### src/rtl/dmem_responder.sv
// Multi-cycle data-memory responder: one valid/ready request at a time, answered after LATENCY cycles.
// Optional memory-mapped output register at IO_ADDR enabled by defining DMEM_RESP_MMIO_EN.
module dmem_responder #(
   parameter int unsigned DEPTH   = 64,
   parameter int unsigned LATENCY = 2,
   parameter logic [31:0] IO_ADDR = 32'hFFFC
) (
   input  logic        clk,
   input  logic        reset,
   input  logic        req_valid,
   input  logic        req_we,
   input  logic [31:0] req_addr,
   input  logic [31:0] req_wdata,
   output logic        req_ready,
   output logic        resp_valid,
   output logic [31:0] resp_rdata,
   output logic        resp_err,
   output logic [31:0] io_out
);

   localparam int unsigned AW       = $clog2(DEPTH);
   localparam logic [3:0]  CNT_INIT = 4'(LATENCY - 1);
`ifdef DMEM_RESP_MMIO_EN
   localparam logic        MMIO_EN  = 1'b1;
`else
   localparam logic        MMIO_EN  = 1'b0;
`endif

   typedef enum logic [1:0] {S_IDLE, S_WAIT, S_RESP} state_t;

   state_t        r_state, w_state_n;
   logic [3:0]    r_cnt, w_cnt_n;
   logic          r_we;
   logic [31:0]   r_addr, r_wdata;
   logic [31:0]   r_resp_rdata;
   logic          r_resp_err;
   logic [31:0]   r_mem [DEPTH];

   logic          w_accept, w_commit;
   logic          w_c_we;
   logic [31:0]   w_c_addr, w_c_wdata;
   logic          w_misalign, w_oor, w_mmio_hit, w_err;
   logic [AW-1:0] w_idx;
   logic [31:0]   w_io_val;

   assign req_ready  = (r_state != S_WAIT);
   assign resp_valid = (r_state == S_RESP);
   assign resp_rdata = r_resp_rdata;
   assign resp_err   = r_resp_err;
   assign w_accept   = req_valid & req_ready;

   // With LATENCY=1 the commit edge is the accept edge, so the live request is used directly.
   assign w_c_we    = (LATENCY == 1) ? req_we    : r_we;
   assign w_c_addr  = (LATENCY == 1) ? req_addr  : r_addr;
   assign w_c_wdata = (LATENCY == 1) ? req_wdata : r_wdata;

   assign w_misalign = |w_c_addr[1:0];
   assign w_oor      = ({2'b00, w_c_addr[31:2]} >= 32'(DEPTH));
   assign w_mmio_hit = MMIO_EN & (w_c_addr == IO_ADDR);
   assign w_err      = w_misalign | (w_oor & ~w_mmio_hit);
   assign w_idx      = w_c_addr[AW+1:2];
   assign w_commit   = ~reset & (w_state_n == S_RESP);

   always_comb begin
      w_state_n = r_state;
      w_cnt_n   = r_cnt;
      case (r_state)
         S_IDLE, S_RESP: begin
            w_state_n = S_IDLE;
            if (w_accept) begin
               w_cnt_n = CNT_INIT;
               if (LATENCY == 1) w_state_n = S_RESP;
               else              w_state_n = S_WAIT;
            end
         end
         S_WAIT: begin
            // Counter reaches zero on the same edge that enters RESP.
            w_cnt_n = r_cnt - 4'd1;
            if (r_cnt <= 4'd1) w_state_n = S_RESP;
         end
         default: w_state_n = S_IDLE;
      endcase
   end

   always_ff @(posedge clk) begin
      if (reset) begin
         r_state      <= S_IDLE;
         r_cnt        <= '0;
         r_resp_rdata <= '0;
         r_resp_err   <= 1'b0;
      end else begin
         r_state <= w_state_n;
         r_cnt   <= w_cnt_n;
         if (w_commit) begin
            r_resp_err <= w_err;
            if (w_err || w_c_we) r_resp_rdata <= '0;
            else if (w_mmio_hit)  r_resp_rdata <= w_io_val;
            else                  r_resp_rdata <= r_mem[w_idx];
         end
      end
   end

   always_ff @(posedge clk) begin
      if (w_accept) begin
         r_we    <= req_we;
         r_addr  <= req_addr;
         r_wdata <= req_wdata;
      end
   end

   always_ff @(posedge clk) begin
      if (w_commit && w_c_we && !w_err && !w_mmio_hit) r_mem[w_idx] <= w_c_wdata;
   end

`ifdef DMEM_RESP_MMIO_EN
   logic [31:0] r_io_out;

   always_ff @(posedge clk) begin
      if (reset)                                        r_io_out <= '0;
      else if (w_commit && w_c_we && w_mmio_hit && !w_err) r_io_out <= w_c_wdata;
   end

   assign io_out = r_io_out;
`else
   assign io_out = '0;
`endif

   assign w_io_val = io_out;

endmodule

### config.mk
export PLATFORM = sky130hd
export DESIGN_NAME = dmem_responder
export DESIGN_NICKNAME = d
export VERILOG_FILES = /design/src/rtl/dmem_responder.sv
export SDC_FILE = /design/constraint.sdc
export NUM_CORES = 2
export LEC_CHECK = 0
export CAP_MARGIN = 25
export CORE_MARGIN = 1
export CORE_UTILIZATION = 25
export CTS_CLUSTER_DIAMETER = 60
export DETAILED_ROUTE_END_ITERATION = 10
export GPL_TIMING_DRIVEN = 0
export HOLD_SLACK_MARGIN = 0.12
export SLEW_MARGIN = 10
export SYNTH_ARGS = -nofsm -noshare
export SYNTH_HDL_FRONTEND = slang
export SYNTH_SLANG_ARGS = --single-unit
### constraint.sdc
create_clock -name clk -period 5 [get_ports clk]
set_input_delay 1.5 -clock clk [delete_from_list [all_inputs] [get_ports clk]]
set_output_delay 1.5 -clock clk [all_outputs]
set_load 0.02 [all_outputs]
==> impl_metrics.json <==
{
  "worstPathArrival_ns": 5.62,
  "grt_overflow": 0,
  "fin_crit_ns": 5.065,
  "dieWidth_um": 575.7,
  "fmax_ghz": 0.1974,
  "seq_power_share_pct": 51.8,
  "grt_pass1_vias": 43010,
  "fin_util_pct": 30.57,
  "synthTopCellsByCount": "edfxtp_1 (2,113), mux4_2 (408), mux2i_1 (257)",
  "final_nets": 4455,
  "tightest_slew_ns": 1.185,
  "die_area_mm2": 0.3314,
  "yosys.cell_count.top_type": "edfxtp_1",
  "cp_max_fo": 20,
  "drc": 0,
  "yosys_warnings": 0,
  "start_util_pct": 25.13,
  "synth_flop_cell": "edfxtp_1",
  "vdd_drop_max_v": 0.0002981,
  "power.switching_fraction_pct": 23.95,
  "seq_area_mm2": 0.06435,
  "avgSynthCellArea_um2": 21.41,
  "reg2regPathDepth": 6,
  "cp.required_ns": 5.56,
  "min_to": "resp_rdata[15]",
  "multi_input_area_mm2": 0.01719,
  "drv_cap": 0,
  "dr.pass1.iters": 6,
  "wire_per_inst_um": 30.56,
  "fp.dieH_um": 575.7,
  "hold_viol": 0,
  "io_buffers": 101,
  "synth_top_family_by_area": "multiplexers",
  "synth.ff_latch_count": 2158,
  "pwr-share-comb_pct": 9.2,
  "synth_top_area_share_pct": 77.11,
  "drt_iter0_markers": 7149,
  "htree_num_levels": 4,
  "slew_headroom_pct": 20.99,
  "postRouteAntennaNets": 0,
  "regToRegEndpoint": "r_mem[54][16]",
  "grt_pass1_wl_um": 364200,
  "cts_tree": "done",
  "p_leak_nw": 31.20,
  "crit_start": "reset",
  "powerDensity_mw_per_mm2": 387.1,
  "min_path_type": "reg2reg",
  "cts_num_sinks": 2158,
  "skew_ns": 0.06703,
  "area_growth_pct": 21.64,
  "grt_max_degree": 51,
  "rrSetupSlack_ns": 0,
  "ios": 135,
  "antenna_found_initial": 8,
  "netlist_area_mm2": 0.08228,
  "n_fill_cell": 31360,
  "grt_usage_pct": 15.99,
  "drv_slew": 0,
  "yosys-top-cells-area": "edfxtp_1 (77%), mux4_2 (11%), mux2i_1 (3.1%), a22oi_1 (1.5%), dfxtp_1 (1.1%)",
  "violations": "negative setup slack",
  "dp_hpwl_um": 190500,
  "synth_xor_area_share_pct": 0,
  "cts_made_buffers": 204,
  "rsz0062_at_grt": "false",
  "root_buffer": "clkbuf_16",
  "fin_crit_sh_pct": 101.3,
  "critPathLaunchType": "input pin",
  "synth_compound_area_share_pct": 3.157,
  "routed_wl_um": 272200,
  "synthCells": 3843,
  "switchingPower_mw": 9.279,
  "synthDistinctLibCells": 61,
  "synth_top_cell_by_area": "edfxtp_1",
  "p_int_mw": 29.46,
  "place_congestion": 0.9243,
  "synth_seq_area_share_pct": 78.21,
  "synth_mux_area_share_pct": 14.65,
  "hold_start": "resp_rdata[15]",
  "worstHoldPathCells": 2,
  "ctsResizeCount": 0,
  "drive_gt1_share_pct": 25.59,
  "yosys.area_share.simple_pct": 2.292,
  "crit-reg2reg-launch": "r_addr[8]",
  "setup_slack_ns": -0.06527,
  "vias_per_cell": 4.984,
  "setup_viol": 27,
  "p_clk_share_pct": 38.9,
  "synth-async-reset-ratio_pct": 0,
  "num_vias": 44400,
  "critical_path_class": "in2reg",
  "clkLatencyLatePin_ns": 0.91,
  "path_clk_slew_ns": 0.06,
  "power.total_mw": 38.74,
  "core_area_mm2": 0.3274,
  "synth_fa_ha_area_share_pct": 0.03041,
  "cts_buffer_depth": 3,
  "synth_enable_flop_cells": 2113,
  "rows": 210,
  "status": "finished with violations",
  "cp-end-kind": "flip-flop"
}
-- critical path, cell delays in order --
cell and delay, ns:
clkbuf_1 0.36, nor4_4 0.50, nor4b_1 0.84, nand4_1 0.99, nor2_4 1.08, buf_12 0.28
-- cells in the final DEF (no fill, tap or decap), types with 12 or more instances in the layout --
master and count:
nor2b_1 27, clkbuf_16 205, nor2_4 65, buf_8 43, clkinv_2 29, mux2i_1 257
nand2_1 96, o21ai_0 21, nand2b_1 18, a21oi_1 41, mux4_2 408, edfxtp_1 2113
conb_1 32, buf_16 75, buf_4 80, nand4_1 24, clkinv_1 51, mux2_2 26
buf_2 88, a32oi_1 22, buf_1 12, buf_6 13, buf_12 72, nand3_1 66
a22oi_1 163, o22ai_1 21, nor2_1 36, clkdlybuf4s50_1 101, clkbuf_1 107, dfxtp_1 45
-- worst max path at each step --
stage | end | slack (ns) | cells past startpoint
after global routing | r_mem[54][16] | 0.003 | 6
after floorplan | r_mem[62][0] | 0.32 | 5
final | r_mem[54][16] | -0.07 | 6
after detailed placement | r_mem[62][21] | -0.83 | 6
after CTS | r_mem[62][16] | 0.05 | 6
after global placement | r_mem[18][21] | -3.25 | 5
-- routing by layer --
layer / share of wire, % / global-route usage (%)
met3: 11 / 4.200
met1: 36 / 19.64
met5: 0.0092 / 0
met2: 47 / 25.75
met4: 5.9 / 8.576
-- power by group through the flow --
stage / clock (mW) / sequential, mW / combinational [mW]
6_report: 15.1 / 20.1 / 3.58
5_1_grt: 15.8 / 20.1 / 3.64
4_1_cts: 15.2 / 20.1 / 3.49
3_5_place_dp: 0 / 20.5 / 3.49
3_3_place_gp: 0 / 20.7 / 2.99
2_1_floorplan: 0 / 20.5 / 1.75
-- what timing repair did --
| item | 4_1_cts | 5_1_grt |
|---|---|---|
| buffers inserted | 0 | 5 |
| hold buffers | 0 | 0 |
| setup endpoints to repair | 0 | 16 |
| hold endpoints to repair | 0 | 0 |
-- kinds of logic (layout without fill, tap and decap cells) --
| family | Yosys count | after routing |
|---|---|---|
| adder cells (fa/ha/maj) | 2 | 2 |
| AO/OA/AOI/OAI | 359 | 359 |
| multiplexers | 691 | 691 |
| flip-flops | 2158 | 2158 |
| buffers and inverters | 247 | 929 |
| AND/OR/NAND/NOR | 385 | 385 |
| other | 1 | 37 |
-- metrics by stage --
stage               worst slack [ns]  cells  instance area [µm²]  TNS [ns]  hold slack, ns
finish                      -0.06527   8907               100100    -1.057          0.4460
CTS                          0.05326   8894                99990         0          0.4497
global placement              -3.246   8321                88850  -5200.97          0.4422
floorplan                     0.3193   3874                82400         0          0.4407
global route                0.003348   8903               100100         0          0.4721
detailed placement           -0.8276   8517                93550   -293.33          0.4415
-- flip-flops by register name (all words and copies together), names as in the netlist, named ones only --
register	cells
resp_rdata	32
resp_err	1
r_cnt	4
r_wdata	32
r_we	1
r_addr	32
r_mem	2048
r_state	2
-- cell type report --
type | instances | share of cell area (%)
Antenna cell | 5 | 0.01250
Buffer | 239 | 1.336
Clock buffer | 262 | 5.409
Inverter | 8 | 0.03250
Tap cell | 4346 | 5.433
Sequential cell | 2158 | 64.30
Timing Repair Buffer | 305 | 5.282
Clock inverter | 115 | 1.024
Multi-Input combinational cell | 1469 | 17.17
Note: power is estimated with default switching activity, not from simulation.
